[src/rtl/sat_accum_pkg.sv]
// Shared types and constants for the saturating accumulator stage.
package sat_accum_pkg;

  typedef enum logic [0:0] {
    ACC  = 1'b0,
    DONE = 1'b1
  } state_t;

  localparam logic [15:0] SAT_MAX = 16'h7FFF;
  localparam logic [15:0] SAT_MIN = 16'h8000;
  localparam logic [15:0] ZERO16  = 16'h0000;

endpackage

[src/rtl/sat_add16.sv]
// 16-bit signed saturating adder/subtractor; clamps the exact 17-bit result.
module sat_add16
  import sat_accum_pkg::*;
(
  input  logic [15:0] A,
  input  logic [15:0] B,
  input  logic        sub,
  output logic [15:0] Sum,
  output logic        posOvfl,
  output logic        negOvfl
);

  logic [15:0] b_eff_s;
  logic [16:0] sum17_s;

  // Subtract is A + ~B + 1, so overflow is judged on the effective operand.
  always_comb begin
    b_eff_s = sub ? ~B : B;
    sum17_s = {A[15], A} + {b_eff_s[15], b_eff_s} + {16'h0000, sub};
    posOvfl = (sum17_s[16] == 1'b0) && (sum17_s[15] == 1'b1);
    negOvfl = (sum17_s[16] == 1'b1) && (sum17_s[15] == 1'b0);
    if (posOvfl) begin
      Sum = SAT_MAX;
    end else if (negOvfl) begin
      Sum = SAT_MIN;
    end else begin
      Sum = sum17_s[15:0];
    end
  end

endmodule

[src/rtl/sat_accum.sv]
// Packet-based saturating accumulator: sums a stream of signed beats and
// presents one clamped result per packet with sticky overflow flags.
module sat_accum
  import sat_accum_pkg::*;
#(
  parameter int CNT_W = 8
) (
  input  logic             clk,
  input  logic             rst,
  input  logic             in_valid,
  output logic             in_ready,
  input  logic [15:0]      in_data,
  input  logic             in_sub,
  input  logic             in_last,
  input  logic             clr,
  output logic             out_valid,
  input  logic             out_ready,
  output logic [15:0]      out_data,
  output logic [CNT_W-1:0] out_count,
  output logic             out_posOvfl,
  output logic             out_negOvfl,
  output logic             out_zero
);

  localparam logic [CNT_W-1:0] CNT_ONE  = {{(CNT_W-1){1'b0}}, 1'b1};
  localparam logic [CNT_W-1:0] CNT_MAX  = {CNT_W{1'b1}};
  localparam logic [CNT_W-1:0] CNT_ZERO = {CNT_W{1'b0}};

  state_t           state_r;
  logic [15:0]      acc_r;
  logic [CNT_W-1:0] count_r;
  logic             pos_r;
  logic             neg_r;
  logic             zero_r;

  logic [15:0]      a_op_s;
  logic [15:0]      sum_s;
  logic             pos_s;
  logic             neg_s;
  logic             fire_s;
  logic [CNT_W-1:0] count_inc_s;

  // Handshake decode and adder operand selection; clr feeds a zero accumulator.
  always_comb begin
    in_ready    = (state_r == ACC) && !rst;
    out_valid   = (state_r == DONE);
    fire_s      = in_valid && in_ready;
    a_op_s      = clr ? ZERO16 : acc_r;
    count_inc_s = (count_r == CNT_MAX) ? count_r : count_r + CNT_ONE;
  end

  sat_add16 u_add (
    .A       (a_op_s),
    .B       (in_data),
    .sub     (in_sub),
    .Sum     (sum_s),
    .posOvfl (pos_s),
    .negOvfl (neg_s)
  );

  // Accumulator, beat counter, sticky flags and packet FSM.
  always_ff @(posedge clk) begin
    if (rst) begin
      state_r <= ACC;
      acc_r   <= ZERO16;
      count_r <= CNT_ZERO;
      pos_r   <= 1'b0;
      neg_r   <= 1'b0;
      zero_r  <= 1'b1;
    end else begin
      case (state_r)
        ACC: begin
          if (fire_s) begin
            acc_r   <= sum_s;
            count_r <= clr ? CNT_ONE : count_inc_s;
            pos_r   <= (pos_r && !clr) || pos_s;
            neg_r   <= (neg_r && !clr) || neg_s;
            zero_r  <= (sum_s == ZERO16);
            if (in_last) begin
              state_r <= DONE;
            end else begin
              state_r <= ACC;
            end
          end else if (clr) begin
            acc_r   <= ZERO16;
            count_r <= CNT_ZERO;
            pos_r   <= 1'b0;
            neg_r   <= 1'b0;
            zero_r  <= 1'b1;
          end else begin
            state_r <= ACC;
          end
        end
        DONE: begin
          if (out_ready) begin
            state_r <= ACC;
            acc_r   <= ZERO16;
            count_r <= CNT_ZERO;
            pos_r   <= 1'b0;
            neg_r   <= 1'b0;
            zero_r  <= 1'b1;
          end else begin
            state_r <= DONE;
          end
        end
        default: begin
          state_r <= ACC;
        end
      endcase
    end
  end

  assign out_data    = acc_r;
  assign out_count   = count_r;
  assign out_posOvfl = pos_r;
  assign out_negOvfl = neg_r;
  assign out_zero    = zero_r;

endmodule

[config.mk]
export PLATFORM = sky130hd
export DESIGN_NAME = sat_accum
export DESIGN_NICKNAME = d
export VERILOG_FILES = /design/src/rtl/sat_accum_pkg.sv /design/src/rtl/sat_add16.sv /design/src/rtl/sat_accum.sv
export SDC_FILE = /design/constraint.sdc
export NUM_CORES = 1
export LEC_CHECK = 0
export BUFFER_PORTS_ARGS = -buffer_cell sky130_fd_sc_hd__buf_2
export CAP_MARGIN = 20
export CORE_ASPECT_RATIO = 1.2
export CORE_MARGIN = 3
export CORE_UTILIZATION = 30
export DETAILED_ROUTE_END_ITERATION = 16
export GPL_TIMING_DRIVEN = 0
export MAX_ROUTING_LAYER = met4
export PLACE_DENSITY = 0.47
export REMOVE_ABC_BUFFERS = 1
export SYNTH_ARGS = -nofsm -noshare
export SYNTH_HDL_FRONTEND = slang
export SYNTH_SLANG_ARGS = --single-unit
[constraint.sdc]
create_clock -name clk -period 3.95 [get_ports clk]
set_input_delay 0.1975 -clock clk [delete_from_list [all_inputs] [get_ports clk]]
set_output_delay 0.1975 -clock clk [all_outputs]
set_load 0.02 [all_outputs]
==> results of run 1 <==
## cells in the mapped netlist (3+ instances only)
cell type  instances
o211ai_1           3
nor2_1            25
a22o_1             4
a21oi_1           16
and3_1             3
o21ai_1            4
xnor2_1           11
dfxtp_1           28
inv_1              8
nor3_1             3
o21a_1             3
xor2_1            21
nand2_1           19
nand3_1            3
a21boi_1           3
nand2b_1           6
clkbuf_1           5
nand4_1            6
nor2b_1           17
a221o_1            7
o21ai_0            9
ha_1              16
a21o_1             6
## logic make-up (layout without fill, tap and decap cells)
logic type,count (synthesis),count (layout)
mux,1,1
xor+xnor,33,33
fa+ha+maj,19,19
buf+inv,19,66
compound gates,73,73
flops,28,28
simple gates,97,97
## worst min-delay path by stage
stage / slack (ps) / startpoint / endpoint
2_1_floorplan: 270 / rst / out_count[0]
3_3_place_gp: 460 / out_posOvfl / out_posOvfl
3_5_place_dp: 460 / out_data[12] / out_data[12]
4_1_cts: 170 / in_last / out_valid
5_1_grt: 180 / in_last / out_valid
6_report: 170 / in_last / out_valid
## worst max-delay path, stage by stage, from the launching register on
cell and delay (ps):
dfxtp_1 330, inv_1 100, nor2_1 80, ha_1 410
o211ai_1 120, o21ai_1 320, o2111ai_1 200, a21oi_1 810
a211oi_2 120, a311oi_4 610, a21boi_1 240, a211o_1 100
## sequential cells by signal, indices dropped and copies added (netlist names)
register	count
out_count	8
out_data	16
out_negOvfl	1
out_posOvfl	1
out_valid	1
out_zero	1
## metrics by stage
stage / area, um^2 / hold slack [ps] / worst slack (ps)
global placement: 2590 / 462 / 112
finish: 2680 / 170 / 466
CTS: 2670 / 167 / 426
floorplan: 2220 / 267 / 1110
global route: 2680 / 177 / 100
detailed placement: 2600 / 465 / 126
## final cells by class
class | instances | area (um^2) | area share (%)
Inverter | 9 | 33.8 | 1.26
Timing Repair Buffer | 53 | 272 | 10.1
Sequential cell | 28 | 561 | 20.9
Multi-Input combinational cell | 223 | 1630 | 60.8
Tap cell | 90 | 113 | 4.21
Clock buffer | 3 | 41.3 | 1.54
Clock inverter | 1 | 30.0 | 1.12
## per-layer routing
layer	vias to the layer above	share of wire [%]	GRT usage, %	routed length, um
met5	-	0	-	0
met4	0	1.9	4.75	115
met3	8	3.6	1.55	211
met2	39	48	23.6	2810
met1	967	47	18.7	2780
li1	1067	-	-	-
## power by group
group	total (W)	internal, W	switching, W
sequential	0.000331	0.000311	0.0000206
clock	0.000243	0.000136	0.000107
combinational	0.000420	0.000174	0.000247
==> results.txt, run 1 <==
run status -> finished, final reports clean
I/O pin count -> 52
Hold Path Class -> primary input to flop
worst hold path depth -> 3
Critical Path RT -> 4200 ps
remaining global-route overflow -> 0
main combinational cell family by area after synthesis -> compound AO/OA/AOI/OAI gates
Post-CTS Resized -> 0
post-detailed-route wirelength per cell -> 14.5 um
GR Util All Layers -> 14.5%
worst flop-to-flop path endpoint -> out_data[0]
crit path launch -> out_data[5]
cts hold-fix bufs -> 0
Mapped Cells -> 270
setup TNS -> 0 ps
total length of routed wires -> 5.92 mm
xor and xnor area share after synthesis -> 13.5%
clk slew on worst S/H paths -> 110 ps
main flop type after synthesis -> dfxtp_1
fin crit period -> 3480 ps
first drt pass iteration count -> 4
wire length of the first global-routing pass -> 9.81 mm
Initial Utilization -> 31.1%
Compound-Gate Fraction of Synth Area -> 24.4%
CTS Root Cell -> clkbuf_8
H-tree levels -> 1
critical path endpoint -> out_data[0]
Synth cell types -> 60
P&R area growth vs syn -> 17.8%
r2r setup slk -> 470 ps
commonest non-fill, non-tap cells in the layout -> buf_2 (52), dfxtp_1 (28), nor2_1 (25), xor2_1 (21), nand2_1 (19)
sequential area share after synthesis -> 24.7%
fraction of layout cells with a size suffix above 1 -> 23.0%
CTS max path bufs -> 2
largest net degree at the start of global routing -> 21
crit path kind -> flop to flop
cell taking the most area after synthesis -> dfxtp_1
Antenna Cells -> 0
Detailed Route Iter0 Violations -> 104
mapped cell area -> 2270 um^2
startpoint types -> flop
die width -> 85.5 um
Synth Area in Adders -> 10.6%
Synth warnings -> 0
critical path fanouts, max -> 13
Post-CTS Setup Inserts -> 0
Final Util -> 36.6%
Tcrit/Tclk final -> 88.2%
reg-to-reg startpoint -> out_data[5]
die height -> 101 um
Synth area leaders -> dfxtp_1 (25%), ha_1 (8.8%), xor2_1 (8.1%)
EDFF count, synth -> 0
fin cells -> 407
Mean Syn Cell Area -> 8.42 um^2
pwr dens -> 371 nW/um^2
core box area -> 7320 um^2
number of global-route vias before repair -> 2047
Synth top area share -> 24.7%
Worst Setup End Kind -> flop
Die Area -> 8660 um^2
Worst EP arrival -> 3730 ps
MaxCap Viol Count -> 0
Nets -> 358
Fillers -> 802
CTS tree -> yes
worst slew pin tran -> 999 ps
# DRC -> 0
residual antenna-violating net count after detailed routing -> 0
routability cong. -> 0.827
total power -> 0.000995 W
fmax -> 287 MHz
LEAKAGE -> 1.20 nW
port bufs -> 51
clock latency on the worst-skew pair -> 290 ps
IR drop worst, VDD -> 0.173 mV
Worst slew margin -> 33.4%
TritonCTS Buffers -> 3
via count -> 2081
FP Rows -> 34
Placed Cells -> 402
final clock skew -> 4.70 ps
endpoints failing setup -> 0
RSZ-0062 raised after global routing -> false
initial antenna violation count -> 0
most common cell after layout, fill and taps aside -> buf_2
Vias/cell -> 5.11
number of max-slew violations in the final report -> 0
final hold violation count -> 0
simple-gate share of the synthesized area -> 22.6%
ys async rst share -> 0%
clk sinks -> 28
FF+latch count, synth -> 28
post-synthesis mux area share -> 0.440%
Reg2Reg Depth -> 11
dpl hpwl -> 4.60 mm
Power figures use the tool's default switching activity.
==> inputs of run 2 (changes only) <==
--- a/config.mk
+++ b/config.mk
@@ -5,8 +5,8 @@
 export SDC_FILE = /design/constraint.sdc
 export NUM_CORES = 1
 export LEC_CHECK = 0
+export ABC_AREA = 1
 export BUFFER_PORTS_ARGS = -buffer_cell sky130_fd_sc_hd__buf_2
-export CAP_MARGIN = 20
 export CORE_ASPECT_RATIO = 1.2
 export CORE_MARGIN = 3
 export CORE_UTILIZATION = 30
@@ -14,6 +14,7 @@
 export GPL_TIMING_DRIVEN = 0
 export MAX_ROUTING_LAYER = met4
 export PLACE_DENSITY = 0.47
+export RECOVER_POWER = 100
 export REMOVE_ABC_BUFFERS = 1
 export SYNTH_ARGS = -nofsm -noshare
 export SYNTH_HDL_FRONTEND = slang
==> results.txt, run 2 <==
Hold Path Class -> primary input to flop
port bufs -> 51 (unchanged)
cts hold-fix bufs -> 0 (unchanged)
CTS Root Cell -> clkbuf_8
total length of routed wires -> 6.65 mm (+12%)
final hold violation count -> 0 (unchanged)
setup ws final -> 904 ps (+439 ps)
commonest non-fill, non-tap cells in the layout -> nand2_1 (108), inv_1 (47), nor2_1 (37), a21oi_1 (32), clkbuf_1 (30)
Reg2Reg Depth -> 18 (+7)
post-place setup slack -> 996 ps (+870 ps)
FP Rows -> 35 (+2.9%)
met1 Usage GRT -> 19.5% (+0.79 points)
fmax -> 328 MHz (+14%)
cell taking the most area after synthesis -> dfxtp_1
total power -> 0.000812 W (-18%)
RSZ-0062 raised after global routing -> false
worst hold path endpoint -> out_valid
CTS max path bufs -> 2 (unchanged)
max FFs per register -> 16 (unchanged)
FF+latch area -> 561 um^2 (unchanged)
endpoints failing setup -> 0 (unchanged)
final clock skew -> 1.43 ps (-3.27 ps)
via count -> 2499 (+20%)
H-tree levels -> 1 (unchanged)
dpl hpwl -> 5.37 mm (+17%)
die height -> 106 um (+4.7%)
Nets -> 480 (+34%)
crit path kind -> primary input to flop
first drt pass iteration count -> 4 (unchanged)
routing usage on met3 -> 1.09% (-0.46 points)
grt met2 use -> 25.2% (+1.7 points)
Critical Path RT -> 4180 ps (-20 ps)
I/O pin count -> 52 (unchanged)
main flop type after synthesis -> dfxtp_1
worst hold path depth -> 3 (unchanged)
startpoint types -> primary input
Worst Setup End Kind -> flop
Synth warnings -> 0 (unchanged)
most common cell after layout, fill and taps aside -> nand2_1
most frequent cell after synthesis -> nand2_1
Synth top area share -> 22.4% (-2.3 points)
reg-to-reg startpoint -> out_data[1]
EDFF count, synth -> 0 (unchanged)
LEAKAGE -> 1.38 nW (+16%)
TritonCTS Buffers -> 3 (unchanged)
initial antenna violation count -> 0 (unchanged)
largest net degree at the start of global routing -> 25 (+19%)
Synth area leaders -> dfxtp_1 (22%), nand2_1 (16%), xor2_1 (8.4%)
Post-CTS Resized -> 0 (unchanged)
Synth cell types -> 36 (-40%)
Vias/cell -> 4.71 (-8.0%)
Antenna Cells -> 0 (unchanged)
Post-synth top cells -> nand2_1 (106), inv_1 (47), nor2_1 (37)
number of global-route vias before repair -> 2459 (+20%)
clk slew on worst S/H paths -> 100 ps (about the same)
Die Area -> 9490 um^2 (+9.5%)
clk sinks -> 28 (unchanged)
fraction of layout cells with a size suffix above 1 -> 11.8% (-11 points)
GR Util All Layers -> 15.1% (+0.63 points)
clock latency on the worst-skew pair -> 280 ps (about the same)
Mean Syn Cell Area -> 6.36 um^2 (-24%)
FF+latch count, synth -> 28 (unchanged)
post-detailed-route wirelength per cell -> 12.5 um (-14%)
fin crit period -> 3050 ps (-439 ps)
Worst Min Path Start -> in_last
worst flop-to-flop path endpoint -> out_zero
core box area -> 7880 um^2 (+7.7%)
Initial Utilization -> 31.8% (+0.71 points)
residual antenna-violating net count after detailed routing -> 0 (unchanged)
Fillers -> 902 (+12%)
run status -> finished, final reports clean
remaining global-route overflow -> 0 (unchanged)
mapped cell area -> 2500 um^2 (+10%)
Mapped Cells -> 394 (+46%)
# DRC -> 0 (unchanged)
critical path fanouts, max -> 17 (+4)
CTS tree -> yes
IR drop worst, VDD -> 0.122 mV (-29%)
footprint of the multi-input gates -> 1680 um^2 (+3.3%)
MaxCap Viol Count -> 0 (unchanged)
pwr dens -> 287 nW/um^2 (-23%)
Worst EP arrival -> 3280 ps (-450 ps)
sequential area share after synthesis -> 22.4% (-2.3 points)
setup TNS -> 0 ps (unchanged)
P&R area growth vs syn -> 12.9%
r2r setup slk -> 1280 ps (+810 ps)
routability cong. -> 0.831 (+0.45%)
die width -> 89.4 um (+4.6%)
ys async rst share -> 0% (unchanged)
grt peak-use layer -> met2
worst slew pin tran -> 975 ps (-24.3 ps)
Worst slew margin -> 35.0% (+1.6 points)
crit path launch -> clr
Post-CTS Setup Inserts -> 0 (unchanged)
wire length of the first global-routing pass -> 11.3 mm (+15%)
Detailed Route Iter0 Violations -> 111 (+6.7%)
Tcrit/Tclk final -> 77.1% (-11 points)
number of max-slew violations in the final report -> 0 (unchanged)
-- run 2: cell count changes after synthesis, sizes merged, moves of 11 or more --
cell and change:
a21oi +17, inv +42, nand2 +103, nand3 +26, nor2 +12, nor2b -17, xnor2 -11
-- run 2: area by class of cell --
class,count,area share (%)
sequential,28,19.8
timing repair buffer,51,7.70
multi-input combinational,304,59.5
inverter,52,6.99
clock buffer,4,1.95
tap,92,4.07
-- run 2: worst max path at each step --
stage	slack, ps	depth (start not counted)	to
2_1_floorplan	1660	18	out_zero
3_3_place_gp	990	18	out_zero
3_5_place_dp	1000	18	out_zero
4_1_cts	1290	20	out_zero
5_1_grt	510	20	out_zero
6_report	900	18	out_zero
-- run 2: kinds of logic after synthesis --
family / synth area share (%)
and+or+nand+nor: 36.4
buffers and inverters: 10.1
AOI/OAI and AO/OA: 13.6
DFF: 22.4
xor gates and xnor gates: 8.74
adders and majority gates: 8.79
-- run 2: where the power goes --
| group | switching (W) | total, W | internal (W) |
|---|---|---|---|
| Sequential | 0.0000130 | 0.000310 | 0.000297 |
| Combinational | 0.000210 | 0.000315 | 0.000105 |
| Clock | 0.0000965 | 0.000186 | 0.0000894 |
-- run 2: critical path, cell delays in order --
cell,delay (ps)
clkbuf_1,710
nor2_1,200
fa_1,500
nand2_1,100
nand2_1,70
nand3_1,90
nand2_1,150
nand2_2,120
nand2_4,60
o21ai_4,200
nand3_4,230
nand2_1,150
nand3_1,80
nor2_1,140
nand3_1,100
nand2_1,70
nand2_1,60
nand2_1,60
-- run 2: through the flow --
stage | cells | utilization (%) | instance area, um^2 | hold slack, ps
floorplan | 384 | - | 2450 | 267
global placement | 527 | 35.8 | 2820 | 451
detailed placement | 527 | 35.8 | 2820 | 452
CTS | 531 | 36.5 | 2870 | 153
global route | 531 | 35.9 | 2830 | 150
finish | 531 | 35.9 | 2830 | 160
-- run 2: metal layers --
metal	vias to the layer above	wire (um)
li1	1345	-
met1	1112	3230
met2	38	3180
met3	4	189
met4	0	57
met5	-	0
==> inputs of run 3 (changes only) <==
--- a/config.mk
+++ b/config.mk
@@ -5,7 +5,7 @@
 export SDC_FILE = /design/constraint.sdc
 export NUM_CORES = 1
 export LEC_CHECK = 0
-export ABC_AREA = 1
+export ABC_AREA = 0
 export BUFFER_PORTS_ARGS = -buffer_cell sky130_fd_sc_hd__buf_2
 export CORE_ASPECT_RATIO = 1.2
 export CORE_MARGIN = 3
==> constraint.sdc (replaced) <==
create_clock -name clk -period 3.15 [get_ports clk]
set_input_delay 0.1575 -clock clk [delete_from_list [all_inputs] [get_ports clk]]
set_output_delay 0.1575 -clock clk [all_outputs]
set_load 0.02 [all_outputs]
==> results.txt, run 3 (synthesized netlist as in run 1, its figures left out) <==
routability cong. -> 0.827 (-0.45%)
Initial Utilization -> 31.1% (-0.71 points)
Reg2Reg Depth -> 10 (-8)
die height -> 101 um (-4.5%)
startpoint types -> flop
RSZ-0062 raised after global routing -> false
Worst Min Path Start -> in_last
WHS -> 134 ps (-26.1 ps)
wire length of the first global-routing pass -> 9.66 mm (-15%)
Hold Path Class -> primary input to flop
crit path kind -> flop to flop
Fillers -> 821 (-9.0%)
P&R area growth vs syn -> 16.3%
endpoints failing setup -> 0 (unchanged)
CTS tree -> yes
H-tree levels -> 1 (unchanged)
total length of routed wires -> 5.90 mm (-11%)
port bufs -> 51 (unchanged)
via count -> 2067 (-17%)
Detailed Route Iter0 Violations -> 103 (-7.2%)
LEAKAGE -> 1.07 nW (-23%)
Die Area -> 8660 um^2 (-8.7%)
fmax -> 341 MHz
fin cells -> 407 (-23%)
die width -> 85.5 um (-4.4%)
MaxCap Viol Count -> 0 (unchanged)
reg-to-reg startpoint -> out_data[1]
pwr dens -> 470 nW/um^2 (+64%)
TritonCTS Buffers -> 3 (unchanged)
Vias/cell -> 5.08 (+7.9%)
clk slew on worst S/H paths -> 110 ps (about the same)
worst hold path depth -> 3 (unchanged)
fraction of layout cells with a size suffix above 1 -> 13.6% (+1.7 points)
dpl hpwl -> 4.51 mm (-16%)
residual antenna-violating net count after detailed routing -> 0 (unchanged)
post-detailed-route wirelength per cell -> 14.5 um (+16%)
crit path launch -> out_data[1]
most common cell after layout, fill and taps aside -> clkbuf_1
run status -> finished, final reports clean
remaining global-route overflow -> 0 (unchanged)
worst hold path endpoint -> out_valid
number of max-slew violations in the final report -> 0 (unchanged)
max FFs per register -> 16 (unchanged)
largest net degree at the start of global routing -> 21 (-16%)
Tcrit/Tclk final -> 93.1%
first drt pass iteration count -> 4 (unchanged)
clk sinks -> 28 (unchanged)
Nets -> 358 (-25%)
Placed Cells -> 401 (-24%)
Worst EP arrival -> 3120 ps (-160 ps)
I/O pin count -> 52 (unchanged)
final hold violation count -> 0 (unchanged)
worst flop-to-flop path endpoint -> out_zero
critical path fanouts, max -> 13 (-4)
Worst Setup End Kind -> flop
clock latency on the worst-skew pair -> 290 ps (about the same)
Critical Path RT -> 3340 ps (-840 ps)
footprint of the multi-input gates -> 1630 um^2 (-3.0%)
GR Util All Layers -> 14.2% (-0.95 points)
fin crit period -> 2930 ps
FF+latch area -> 561 um^2 (unchanged)
Worst slew margin -> 22.1% (-13 points)
CTS Root Cell -> clkbuf_8
# DRC -> 0 (unchanged)
IR drop worst, VDD -> 0.207 mV (+69%)
FP Rows -> 34 (-2.9%)
r2r setup slk -> 220 ps (-1060 ps)
core box area -> 7320 um^2 (-7.2%)
worst slew pin tran -> 1170 ps (+191 ps)
Antenna Cells -> 0 (unchanged)
initial antenna violation count -> 0 (unchanged)
number of global-route vias before repair -> 2041 (-17%)
final clock skew -> 7.79 ps (+6.36 ps)
commonest non-fill, non-tap cells in the layout -> clkbuf_1 (29), dfxtp_1 (28), nor2_1 (25), buf_2 (22), xor2_1 (21)
CTS max path bufs -> 2 (unchanged)
[run 3: changes by cell type in the layout (fill, tap and decap cells not counted), sizes merged, moves of 7 or more]
cell,previous run,this run
nand3,30,4
a21oi,34,17
a221o,0,7
nor2,37,25
nand2,122,19
xnor2,1,12
inv,51,9
nor2b,0,17
[run 3: final cells by class]
type	instances	area share (%)
well taps	90	4.26
clock buffers	3	1.56
inverters	9	1.28
multi-input cells	223	61.7
flip-flops and latches	28	21.2
repair buffers	53	8.85
clock inverters	1	1.14
[run 3: what timing repair did]
action | 4_1_cts | 5_1_grt
buffers inserted | 0 | 2
endpoints found under the setup margin | 11 | 11
hold buffers | 0 | 0
pin swaps | 0 | 1
gates resized for setup | 2 | 1
[run 3: per-stage QoR]
| step | total power, W | setup TNS [ps] | util, % | worst slack [ps] | area, um^2 |
|---|---|---|---|---|---|
| after CTS | 0.00126 | 0 | 36.5 | 75.5 | 2670 |
| after global placement | 0.000956 | -6410 | 35.4 | -648 | 2590 |
| after floorplan | 0.000808 | 0 | - | 312 | 2220 |
| final | 0.00124 | 0 | 36.1 | 217 | 2640 |
| after global routing | 0.00132 | 0 | 36.1 | 11.1 | 2640 |
| after detailed placement | 0.000953 | -5820 | 35.4 | -600 | 2590 |
[run 3: metal layers]
| layer | up-vias | wire length [um] | GRT usage, % |
|---|---|---|---|
| met4 | 0 | 86 | 5.12 |
| li1 | 1071 | - | - |
| met5 | - | 0 | - |
| met1 | 955 | 2860 | 18.1 |
| met3 | 7 | 180 | 1.63 |
| met2 | 34 | 2770 | 23.0 |
[run 3: worst max path at each step]
stage / end / slack [ps] / cells past startpoint
floorplan: out_data[0] / 310 / 10
global placement: out_data[0] / -650 / 11
detailed placement: out_data[0] / -600 / 11
CTS: out_data[0] / 80 / 11
global route: out_zero / 10 / 10
finish: out_zero / 220 / 10
[run 3: where the power goes]
part / leakage [nW] / internal, W / switching, W / total, W
clock network: 0.0357 / 0.000171 / 0.000132 / 0.000303
logic: 0.806 / 0.000210 / 0.000313 / 0.000523
registers: 0.229 / 0.000390 / 0.0000265 / 0.000416
total: 1.07 / 0.000771 / 0.000471 / 0.00124
[run 3: critical path, stage by stage (launching register included)]
cell       delay (ps)
dfxtp_1           340
nor2b_1           160
fa_1              490
a211oi_1          300
o21ai_1           210
o2111ai_2         280
a21oi_4           160
a211oi_2          290
a31o_2            220
nor2b_1            60
o41ai_1           320
